<file path="src/rtl/obuf_ctl_pkg.sv">
// Shared constants, types and helpers for the Tx output-buffer strength sequencer.
package obuf_ctl_pkg;

  localparam int NSEG   = 40;
  localparam int CODE_W = 6;

  typedef logic [CODE_W-1:0] code_t;
  typedef logic [NSEG-1:0]   therm_t;

  typedef enum logic [1:0] {
    IDLE,
    RAMP,
    SETTLE
  } obuf_seq_state_t;

  // Thermometer: bit i is set when i < code.
  function automatic therm_t therm(input code_t code);
    therm_t t;
    for (int i = 0; i < NSEG; i++) begin
      t[i] = (i < int'(code));
    end
    return t;
  endfunction

  function automatic logic code_over(input code_t code);
    return code > code_t'(NSEG);
  endfunction

  function automatic code_t sat_code(input code_t code);
    return code_over(code) ? code_t'(NSEG) : code;
  endfunction

  // One segment toward tgt; callers only use it when cur != tgt.
  function automatic code_t step_toward(input code_t cur, input code_t tgt);
    return (cur < tgt) ? cur + code_t'(1) : cur - code_t'(1);
  endfunction

endpackage

</file>
<file path="src/rtl/obuf_step_timer.sv">
// Ramp/settle prescaler: counts 0..STEP_DIV-1 while enabled, tc marks the terminal count.
module obuf_step_timer #(
  parameter int STEP_DIV = 16
) (
  input  logic clk,
  input  logic rst_n,
  input  logic clr,
  input  logic en,
  output logic tc
);

  localparam int CW = (STEP_DIV > 1) ? $clog2(STEP_DIV) : 1;
  localparam logic [CW-1:0] LAST = CW'(STEP_DIV - 1);

  logic [CW-1:0] cnt;

  assign tc = en && (cnt == LAST);

  always_ff @(posedge clk) begin
    if (!rst_n) begin
      cnt <= '0;
    end else if (clr) begin
      cnt <= '0;
    end else if (en) begin
      cnt <= tc ? '0 : cnt + CW'(1);
    end
  end

endmodule

</file>
<file path="src/rtl/obuf_ctl_sequencer.sv">
// Ramps the N/P driver thermometer enables one segment per step toward loaded targets.
// Optional build macro OBUF_SEQ_ALTERNATE_EN: at most one side steps per tick, N and P alternating.
module obuf_ctl_sequencer
  import obuf_ctl_pkg::*;
#(
  parameter int STEP_DIV = 16
) (
  input  logic              clk,
  input  logic              rst_n,
  input  logic [CODE_W-1:0] tgt_n,
  input  logic [CODE_W-1:0] tgt_p,
  input  logic              load,
  output logic              busy,
  output logic              done,
  output logic              sat_err,
  output logic [CODE_W-1:0] cur_n,
  output logic [CODE_W-1:0] cur_p,
  output logic [NSEG-1:0]   ctl_n,
  output logic [NSEG-1:0]   ctl_p
);

  obuf_seq_state_t state;
  code_t           tn, tp;

  code_t eff_n, eff_p;
  code_t cur_n_nxt, cur_p_nxt;
  logic  need_n, need_p;
  logic  step_tick, step_n, step_p;
  logic  arrived;
  logic  tick, timer_clr, timer_en;

`ifdef OBUF_SEQ_ALTERNATE_EN
  logic turn_p;
  logic turn_eff;
`endif

  assign timer_en = (state != IDLE);

  obuf_step_timer #(
    .STEP_DIV(STEP_DIV)
  ) u_timer (
    .clk  (clk),
    .rst_n(rst_n),
    .clr  (timer_clr),
    .en   (timer_en),
    .tc   (tick)
  );

  // A load in the same cycle retargets immediately, so steps and the arrival test use the new codes.
  always_comb begin
    // NOTE: every combinational output gets a default first so no path can leave it unassigned (no latch).
    eff_n     = load ? sat_code(tgt_n) : tn;
    eff_p     = load ? sat_code(tgt_p) : tp;
    need_n    = (cur_n != eff_n);
    need_p    = (cur_p != eff_p);
    step_tick = (state == RAMP) && tick;
`ifdef OBUF_SEQ_ALTERNATE_EN
    turn_eff  = load ? 1'b0 : turn_p;
    step_n    = step_tick && need_n && (!need_p || !turn_eff);
    step_p    = step_tick && need_p && (!need_n || turn_eff);
`else
    step_n    = step_tick && need_n;
    step_p    = step_tick && need_p;
`endif
    cur_n_nxt = step_n ? step_toward(cur_n, eff_n) : cur_n;
    cur_p_nxt = step_p ? step_toward(cur_p, eff_p) : cur_p;
    arrived   = (cur_n_nxt == eff_n) && (cur_p_nxt == eff_p);
    timer_clr = (load && (state != RAMP)) || ((state == RAMP) && arrived);
  end

  always_ff @(posedge clk) begin
    // NOTE: clocked state uses non-blocking assignments so every register samples pre-edge values.
    if (!rst_n) begin
      state   <= IDLE;
      tn      <= '0;
      tp      <= '0;
      cur_n   <= '0;
      cur_p   <= '0;
      ctl_n   <= '0;
      ctl_p   <= '0;
      busy    <= 1'b0;
      done    <= 1'b0;
      sat_err <= 1'b0;
`ifdef OBUF_SEQ_ALTERNATE_EN
      turn_p  <= 1'b0;
`endif
    end else begin
      done <= 1'b0;

      if (load) begin
        tn <= eff_n;
        tp <= eff_p;
        if (code_over(tgt_n) || code_over(tgt_p)) begin
          sat_err <= 1'b1;
        end
      end

      cur_n <= cur_n_nxt;
      cur_p <= cur_p_nxt;
      ctl_n <= therm(cur_n_nxt);
      ctl_p <= therm(cur_p_nxt);

`ifdef OBUF_SEQ_ALTERNATE_EN
      if (step_tick && need_n && need_p) begin
        turn_p <= ~turn_eff;
      end else if (load) begin
        turn_p <= 1'b0;
      end
`endif

      unique case (state)
        IDLE, SETTLE: begin
          if (load) begin
            // A load restarts from scratch; a settle-done still pending is dropped.
            if (arrived) begin
              state <= IDLE;
              busy  <= 1'b0;
              done  <= 1'b1;
            end else begin
              state <= RAMP;
              busy  <= 1'b1;
            end
          end else if ((state == SETTLE) && tick) begin
            state <= IDLE;
            busy  <= 1'b0;
            done  <= 1'b1;
          end
        end
        RAMP: begin
          if (arrived) begin
            state <= SETTLE;
          end
          busy <= 1'b1;
        end
        default: begin
          state <= IDLE;
          busy  <= 1'b0;
        end
      endcase
    end
  end

endmodule

</file>
<file path="config.mk">
export PLATFORM = sky130hd
export DESIGN_NAME = obuf_ctl_sequencer
export DESIGN_NICKNAME = d
export VERILOG_FILES = /design/src/rtl/obuf_ctl_pkg.sv /design/src/rtl/obuf_step_timer.sv /design/src/rtl/obuf_ctl_sequencer.sv
export SDC_FILE = /design/constraint.sdc
export NUM_CORES = 1
export LEC_CHECK = 0
export BUFFER_PORTS_ARGS = -buffer_cell sky130_fd_sc_hd__buf_2
export CORE_MARGIN = 1.5
export CORE_UTILIZATION = 58
export CTS_CLUSTER_SIZE = 28
export DETAILED_ROUTE_END_ITERATION = 7
export GPL_TIMING_DRIVEN = 0
export PLACE_DENSITY = 0.85
export SYNTH_ARGS = -nofsm -noshare
export SYNTH_HDL_FRONTEND = slang
export SYNTH_HIERARCHICAL = 1
export SYNTH_SLANG_ARGS = --single-unit
</file>
<file path="constraint.sdc">
create_clock -name clk -period 10.77 [get_ports clk]
set_clock_uncertainty 0.15 [all_clocks]
set_input_delay 1.077 -clock clk [delete_from_list [all_inputs] [get_ports clk]]
set_output_delay 1.077 -clock clk [all_outputs]
set_load 0.05 [all_outputs]
</file>
## After elaboration in Yosys (flattened, before gate mapping)

Index checks and enable logic that the tools add are counted.

- Register bits after elaboration: 113
- Bits in latches: 0
- RAM bits: 0
- ROM bits: 0
- Bits of input ports: 15
- Logic and storage cells: 149
- Memories: 0

- $add $sub $neg: 5
- Multiply operators: 0
- Divide/modulo/power cells: 0
- Order comparisons: 84
- Equality and inequality tests: 10
- Shift operators: 0
- Multiplexer cells: 21
- Bitwise logic cells: 1
- Reduce and logical (&&, ||, !) cells: 17

Operators by type and width:

| operator | count |
|---|---|
| $lt 5x6->1 const A | 32 |
| $lt 4x6->1 const A | 16 |
| $lt 6x6->1 const A | 16 |
| $lt 3x6->1 const A | 8 |
| $mux 6 | 8 |
| $lt 1x6->1 const A | 4 |
| $lt 2x6->1 const A | 4 |
| $add 6x1->6 const B | 2 |
| $eq 6x6->1 | 2 |
| $gt 6x6->1 const B | 2 |
| $lt 6x6->1 | 2 |
| $ne 6x6->1 | 2 |
| $sub 6x1->6 const B | 2 |
| $logic_and 1x1->1 | 8 |
| $mux 1 | 7 |
| $mux 2 | 3 |
| $reduce_and 2->1 | 3 |
| $add 4x1->4 const B | 1 |
| $eq 4x4->1 const B | 1 |
| $mux 4 | 1 |
| $pmux 2 s2 | 1 |
| $reduce_or 2->1 | 2 |
| $ne 3x3->1 const B | 1 |
| $eq 2x1->1 const B | 1 |
| 8 further kinds | 9 |

## Depth between registers and ports, before layout

Gate-level depths: netlist (run 1).

- Depth after elaboration: 11
- Gate-level depth with buffers: 25

## By module

The synthesis (run 1) kept the hierarchy.

Modules (own cells, without submodules):

| module | instances | cells an instance | area an instance (µm²) |
|---|---|---|---|
| obuf_ctl_sequencer | 1 | 480 | 4590.7 |
| obuf_step_timer | 1 | 23 | 191.4 |

## Worst setup path before layout (run 1)

Ideal clock, no wire load.

- Path kind: input port to flip-flop
- From: in load
- To: reg u_timer.cnt[1]
- Setup time: 116 ps
- Data arrival time: 5550 ps
- Required time: 10504 ps
- Setup slack: 4953 ps
- Stages on the path: 25
- Buffers on the path: 3
- Cells stage by stage: buf_6 buf_6 clkbuf_1 inv_1 nand2_1 nand2_1 inv_1 ha_1 nor2b_1 o311a_1 o211a_1 nor4b_4 inv_1 ha_1 a211oi_1 o21bai_1 a211o_1 a31oi_1 mux2i_4 xnor2_1 a22o_1 nand4b_2 o21ai_0 nand2b_1 nor2_1

- Cells in the longest elaborated chain, start to end: 9
- Elaborated cells on any way between the ends: 19
- Classes of those cells: order compare: 2; eq/ne: 4; mux: 6; reduce/logical: 7

Ends and longest elaborated chain:

| element | RTL line | source |
|---|---|---|
| from (decl) | obuf_ctl_sequencer.sv:12 | `input logic load,` |
| $mux 6 (on tied branches) | obuf_ctl_sequencer.sv:52, obuf_ctl_sequencer.sv:53 |  |
| $lt 6x6->1 (tied with other cells) | obuf_ctl_pkg.sv:35 | `return (cur < tgt) ? cur + code_t'(1) : cur - code_t'(1);` |
| $mux 6 (tied with other cells) | obuf_ctl_pkg.sv:35 |  |
| $mux 6 (on tied branches) | obuf_ctl_sequencer.sv:65, obuf_ctl_sequencer.sv:66 |  |
| $eq 6x6->1 | obuf_ctl_sequencer.sv:67 | `arrived = (cur_n_nxt == eff_n) && (cur_p_nxt == eff_p);` |
| $logic_and 1x1->1 | obuf_ctl_sequencer.sv:67 |  |
| $logic_and 1x1->1 | obuf_ctl_sequencer.sv:68 | `timer_clr = (load && (state != RAMP)) \|\| ((state == RAMP) && arrived);` |
| $logic_or 1x1->1 (*) | obuf_ctl_sequencer.sv:68 |  |
| net timer_clr | obuf_ctl_sequencer.sv:30 | `logic tick, timer_clr, timer_en;` |
| $reduce_or 2->1 (no line) (*) | - |  |
| to (signal assigned) | obuf_step_timer.sv:25 | `cnt <= tc ? '0 : cnt + CW'(1);` |
| to (decl) | obuf_step_timer.sv:15 | `logic [CW-1:0] cnt;` |

The timed path passes the listed nets; every way through them passes the cells marked *.
A chain may end at the register's enable or synchronous reset.

## Worst setup path in the final report (run 1)

- From: in load
- To: reg u_timer.cnt[2]

The elaborated chain is that of the path after synthesis.

==> metrics.csv, run 1 <==
metric,value,unit
vias in the first global route,3986,
P_sw,203,uW
Clock Sinks,111,
Final Hold Fails,0,
final setup violation count,0,
share of the synthesized area in the top cell type,46.5,%
Post-route DRC,0,
post-layout min period,6.24,ns
largest net degree at the start of global routing,24,
Starting Density,60.9,%
# IOs,110,
Worst VDD drop,0.0822,mV
Pwr Density,130,nW/um2
Synth Flop Type,dfxtp_1,
HPWL Detailed,8.51,mm
max-slew headroom at the worst pin,59.1,%
Syn Area/Cell,9.51,um2
status,completed,
HP Class,reg2reg,
combinational share of power,8.5,%
Area Growth Syn to Fin,18.5,%
total CTS buffers,9,
Netlist cell types,69,
Vert. Die Dim,93.8,um
DRT iter0 DRCs,189,
leakage power,2.76,nW
period utilisation layout,58.0,%
Crit Path Class,in2reg,
Synthesis Warnings,6,
sequential group share of total power,56.3,%
Avg Vias per Cell,5.65,
WL/cell,16.0,um
Setup crit end kind,register,
Filler cells,598,
Place WS,4.25,ns
chip width,93.8,um
Post-Syn Nets,537,
synthesized area,4780,um2
hold_buf cts,0,
vias,4116,
row cnt,32,
internal power,534,uW
Slew Limit Fails,0,
die area,8800,um2
final net count,656,
fmax,0.160,GHz
clock network fraction of design power,35.2,%
clock-pin slew on the worst setup and hold paths,0.12,ns
CP max stage delay,0.42,ns
Synth area leaders,"dfxtp_1 46%, a21oi_1 6.4%, ha_1 4.4%",
top post-synthesis cells by count,"111 x dfxtp_1, 61 x a21oi_1, 48 x nor2_1",
Finished Core Util,72.2,%
antenna violations before repair,0,
CP Data Arrival Time,6.36,ns
max cap viols,0,
router iterations before antenna repair,5,
Port Buf Inserts,108,
Hold WS,0.355,ns
Worst EP required,10.89,ns
clk_lat worst skew,0.38,ns
grt ovf,0,
# diodes,0,
root buffer cell,clkbuf_8,
GRT Resource Usage Total,27.5,%
RD Place Congestion,0.859,
Post-synth ARST share,0,%
RSZ-0062 raised after global routing,no,
drt total wl,11.7,mm
worst setup margin,4.53,ns
first-pass GRT wire length,18.9,mm
Cells after Synth,503,
crit-path most repeated cell,inv_1,
TritonCTS clock tree,done,
startpoint types,input port,
top-count cell post-synth,dfxtp_1,
clk buf depth,2,
setup TNS,0,ns
Worst path slowest cell,nor4b_4,
Yosys top cell by area,dfxtp_1,
post-synthesis sequential area ratio,46.5,%
share of cells above drive strength 1,26.0,%
post-cts sizing count,0,
Detail Route Antenna Nets,0,
switching portion of total power,27.6,%
Worst Tran Pin Value,0.602,ns
CTS H-tree depth,3,
Core ar.,7850,um2
post-CTS setup buffers,0,
critical path peak fanout,10,
post-synthesis register bit count,111,
"EDFF count, synth",0,
==> power groups by stage <==
stage,clock [mW],combinational [mW],sequential [mW]
final,0.260,0.0624,0.415
after floorplan,0,0.0434,0.427
after detailed placement,0,0.0612,0.425
after global placement,0,0.0585,0.424
after CTS,0.262,0.0620,0.415
after global routing,0.279,0.0685,0.416
==> stage by stage <==
| stage | power (mW) | instances | instance area [um2] |
|---|---|---|---|
| 6_report | 0.737 | 729 | 5670 |
| 5_1_grt | 0.763 | 729 | 5670 |
| 4_1_cts | 0.739 | 729 | 5670 |
| 3_5_place_dp | 0.486 | 713 | 5450 |
| 3_3_place_gp | 0.483 | 713 | 5450 |
| 2_1_floorplan | 0.470 | 503 | 4780 |
==> flip-flops by register name, summed over array words and instances, names as in the netlist <==
register / count
ctl_p: 40
cur_p: 5
done: 1
sat_err: 1
busy: 1
cur_n: 5
u_timer/cnt: 4
tp: 6
ctl_n: 40
tn: 6
state: 2
==> cell type report <==
| type | instances | area (um2) | share of cell area (%) |
|---|---|---|---|
| Multi-Input combinational cell | 344 | 2350 | 41.4 |
| Clock buffer | 9 | 124 | 2.19 |
| Buffer | 14 | 85.1 | 1.50 |
| Sequential cell | 111 | 2220 | 39.2 |
| Tap cell | 102 | 128 | 2.25 |
| Timing Repair Buffer | 108 | 541 | 9.54 |
| Clock inverter | 7 | 91.3 | 1.61 |
| Inverter | 34 | 128 | 2.25 |
==> worst max-delay path: cells and delay by family <==
family | cells | cell delay (ns)
simple gates | 7 | 1.33
fa+ha+maj | 2 | 0.63
mux | 1 | 0.21
xor+xnor | 1 | 0.17
compound gates | 8 | 1.74
buf+inv | 6 | 1.20
==> kinds of logic (layout without fill, tap and decap cells) <==
family | after synthesis | in the layout | synth area share, %
fa+ha+maj | 19 | 19 | 5.29
simple gates | 136 | 136 | 14.3
buf+inv | 48 | 172 | 4.45
xor+xnor | 29 | 29 | 6.02
compound gates | 145 | 145 | 19.7
flops | 111 | 111 | 46.5
mux | 15 | 15 | 3.79
==> routing by layer <==
layer  part of all wire (%)  global-route usage, %  vias to the layer above
met3                    5.6                   5.83                       36
met1                     42                   33.8                     1925
met5                      0                      0                        -
met4                    2.9                   11.2                        0
met2                     49                   46.9                      163
li1                       -                      -                     1992
==> cells in the final DEF, fill, tap and decap left out, drive strengths merged, types with 3 or more instances in the layout <==
cell / n
nand3: 8
or2: 4
and2: 7
a211oi: 3
ha: 17
a31oi: 12
nand2: 31
clkbuf: 15
dfxtp: 111
nor3: 6
nand2b: 6
a21o: 9
mux2: 6
a21oi: 65
nor2b: 4
nor3b: 5
xnor2: 22
nor4: 3
buf: 116
o31a: 3
inv: 37
nor2: 48
o21ai: 30
clkinv: 4
xor2: 7
o31ai: 3
mux2i: 9
and3: 4
==> worst paths after layout <==
kind,from,to,slack [ns],cells past startpoint
worst min-delay path,sat_err,sat_err,0.35,2
worst max register to register,tp[1],u_timer/cnt[2],5.68,19
worst min register to register,sat_err,sat_err,0.35,2
worst max-delay path,load,u_timer/cnt[2],4.53,25
(Power assumes the default switching activity.)
==> run 2: changes to the inputs <==
--- a/config.mk
+++ b/config.mk
@@ -7,11 +7,11 @@
 export LEC_CHECK = 0
 export BUFFER_PORTS_ARGS = -buffer_cell sky130_fd_sc_hd__buf_2
 export CORE_MARGIN = 1.5
-export CORE_UTILIZATION = 58
+export CORE_UTILIZATION = 48
 export CTS_CLUSTER_SIZE = 28
 export DETAILED_ROUTE_END_ITERATION = 7
 export GPL_TIMING_DRIVEN = 0
-export PLACE_DENSITY = 0.85
+export PLACE_DENSITY = 0.75
 export SYNTH_ARGS = -nofsm -noshare
 export SYNTH_HDL_FRONTEND = slang
 export SYNTH_HIERARCHICAL = 1
==> constraint.sdc (replaced) <==
create_clock -name clk -period 5.55 [get_ports clk]
set_clock_uncertainty 0.15 [all_clocks]
set_input_delay 0.555 -clock clk [delete_from_list [all_inputs] [get_ports clk]]
set_output_delay 0.555 -clock clk [all_outputs]
set_load 0.05 [all_outputs]
==> run 2 against run 1 <==
Setup slack worse by 4.1 ns. Combinational power is 96% higher. Utilization is 14 points lower. Highest routed layer unchanged.
==> metrics.csv, run 2 (synthesis results as in run 1) <==
metric,value,unit
Largest regs,"ctl_n x40, ctl_p x40",
CP Data Arrival Time,5.25,ns
grt ovf,0,
share of cells above drive strength 1,26.4,%
critical-path cell list,buf_2 -> o31a_1 -> o21ai_1 -> nand3_1 -> nand2_1 -> inv_1 -> ha_1 -> nor2b_1 -> o311a_1 -> o211a_1 -> nor4b_4 -> inv_1 -> ha_1 -> o21ai_0 -> o21bai_1 -> a211o_1 -> a31oi_1 -> mux2i_4 -> xnor2_1 -> a22o_1 -> nand4b_2 -> o21ai_0 -> nand2b_1 -> nor2_1,
vias in the first global route,3727,
Clock Sinks,111,
Hold Path Sink,sat_err,
RR Startpoint,tp[1],
Starting Density,49.2,%
WL/cell,14.8,um
RSZ-0062 raised after global routing,no,
Detail Route Antenna Nets,0,
Worst Tran Pin Value,0.593,ns
"commonest non-fill, non-tap cell in the layout",dfxtp_1,
final setup violation count,0,
Slew Limit Fails,0,
grt peak-use layer,met2,
Area Growth Syn to Fin,19.4,%
startpoint types,input port,
Finished Cell Area,5710,um2
DRT iter0 DRCs,135,
drt total wl,11.3,mm
GRT Resource Usage Total,22.3,%
worst setup margin,0.426,ns
Min-Delay Path Depth,2,
HP Class,reg2reg,
Final Hold Fails,0,
TritonCTS clock tree,done,
hold_sp,sat_err,
met1 GRT Util,27.6,%
row cnt,36,
Post-route DRC,0,
Setup crit end kind,register,
Vert. Die Dim,103,um
Worst path slowest cell,ha_1,
critical path peak fanout,5,
Final Non-Filler Cells,761,
max-slew headroom at the worst pin,60.5,%
switching portion of total power,25.6,%
M3 GR Usage,4.88,%
Placed Area,5490,um2
die area,10600,um2
root buffer cell,clkbuf_8,
Worst VDD drop,0.173,mV
period utilisation layout,92.3,%
largest net degree at the start of global routing,20,
combinational share of power,8.6,%
RD Place Congestion,0.845,
final net count,657,
r2r endpoint,u_timer/cnt[2],
Worst EP required,5.67,ns
most frequent cells in the layout,"111 x dfxtp_1, 110 x buf_2, 61 x a21oi_1",
Power Total,1.41,mW
chip width,103,um
# diodes,0,
Reg2Reg Setup Slack,0.66,ns
Crit Path Class,in2reg,
HPWL Detailed,8.39,mm
internal power,1.05,mW
fmax,0.195,GHz
placed cells,744,
Filler cells,878,
Place WS,-0.416,ns
clk_lat worst skew,0.38,ns
sequential group share of total power,57.2,%
clock network fraction of design power,34.2,%
# IOs,110,
P_sw,361,uW
CP max stage delay,0.36,ns
post-layout min period,5.12,ns
total CTS buffers,9,
Port Buf Inserts,108,
clock-pin slew on the worst setup and hold paths,0.11,ns
R2R cell count,19,
clk buf depth,2,
Pwr Density,247,nW/um2
leakage power,2.77,nW
GR met2 Demand/Resource,38.9,%
first-pass GRT wire length,18.1,mm
Finished Core Util,58.7,%
antenna violations before repair,0,
CTS H-tree depth,3,
status,completed,
vias,4008,
router iterations before antenna repair,5,
Core ar.,9730,um2
max cap viols,0,
Avg Vias per Cell,5.27,
[run 2: cell types whose count changed in the layout (fill, tap and decap cells not counted), moves of 2 or more]
cell,change
inv_6,-3
clkinv_4,+2
clkbuf_8,+2
buf_4,+2
o21ai_1,+2
o21ai_0,-2
clkinv_8,-2
[run 2: cell type report]
type / instances / area (um2) / share of cell area (%)
clock inverters: 5 / 52.6 / 0.920
clock buffers: 11 / 151 / 2.65
repair buffers: 110 / 556 / 9.73
flip-flops and latches: 111 / 2220 / 38.9
well taps: 133 / 166 / 2.91
plain buffers: 13 / 81.3 / 1.42
inverters: 34 / 128 / 2.23
multi-input cells: 344 / 2350 / 41.2
[run 2: per-layer routing]
layer  wire, um  part of all wire [%]
met1       4920                    44
met2       5560                    49
met3        636                   5.6
met4        180                   1.6
met5          0                     0
[run 2: stage by stage]
| step | setup TNS [ns] | hold WS (ns) |
|---|---|---|
| after floorplan | 0 | 0.321 |
| after global placement | -1.72 | 0.300 |
| after detailed placement | -4.74 | 0.317 |
| after CTS | 0 | 0.343 |
| after global routing | 0 | 0.374 |
| final | 0 | 0.335 |
[run 2: what timing repair did]
item | 4_1_cts | 5_1_grt
setup endpoints to repair | 3 | 14
endpoints found under the hold margin | 0 | 0
hold buffers | 0 | 0
buffers inserted | 0 | 2
pin swaps | 0 | 1
resized for setup | 0 | 3
[run 2: power by group through the flow]
stage | Sequential, mW | Clock [mW] | Combinational, mW
6_report | 0.806 | 0.481 | 0.122
2_1_floorplan | 0.828 | 0 | 0.0842
5_1_grt | 0.807 | 0.520 | 0.134
4_1_cts | 0.806 | 0.490 | 0.119
3_5_place_dp | 0.824 | 0 | 0.118
3_3_place_gp | 0.824 | 0 | 0.115
[run 2: worst max path at each step]
| stage | from | to | slack, ns | depth (start not counted) |
|---|---|---|---|---|
| floorplan | load | u_timer/cnt[1] | 0.26 | 25 |
| global placement | load | u_timer/cnt[1] | -0.30 | 25 |
| detailed placement | load | u_timer/cnt[0] | -0.42 | 25 |
| CTS | tgt_n[0] | u_timer/cnt[0] | 0.21 | 24 |
| global route | tgt_n[0] | u_timer/cnt[0] | 0.01 | 24 |
| finish | tgt_n[0] | u_timer/cnt[2] | 0.43 | 24 |
[run 2: worst max-delay path, delay by kind of cell]
kind,cells,cell delay (ns)
compound gates,10,2.16
xor+xnor,1,0.16
fa+ha+maj,2,0.64
buf+inv,3,0.35
mux,1,0.17
simple gates,7,1.21
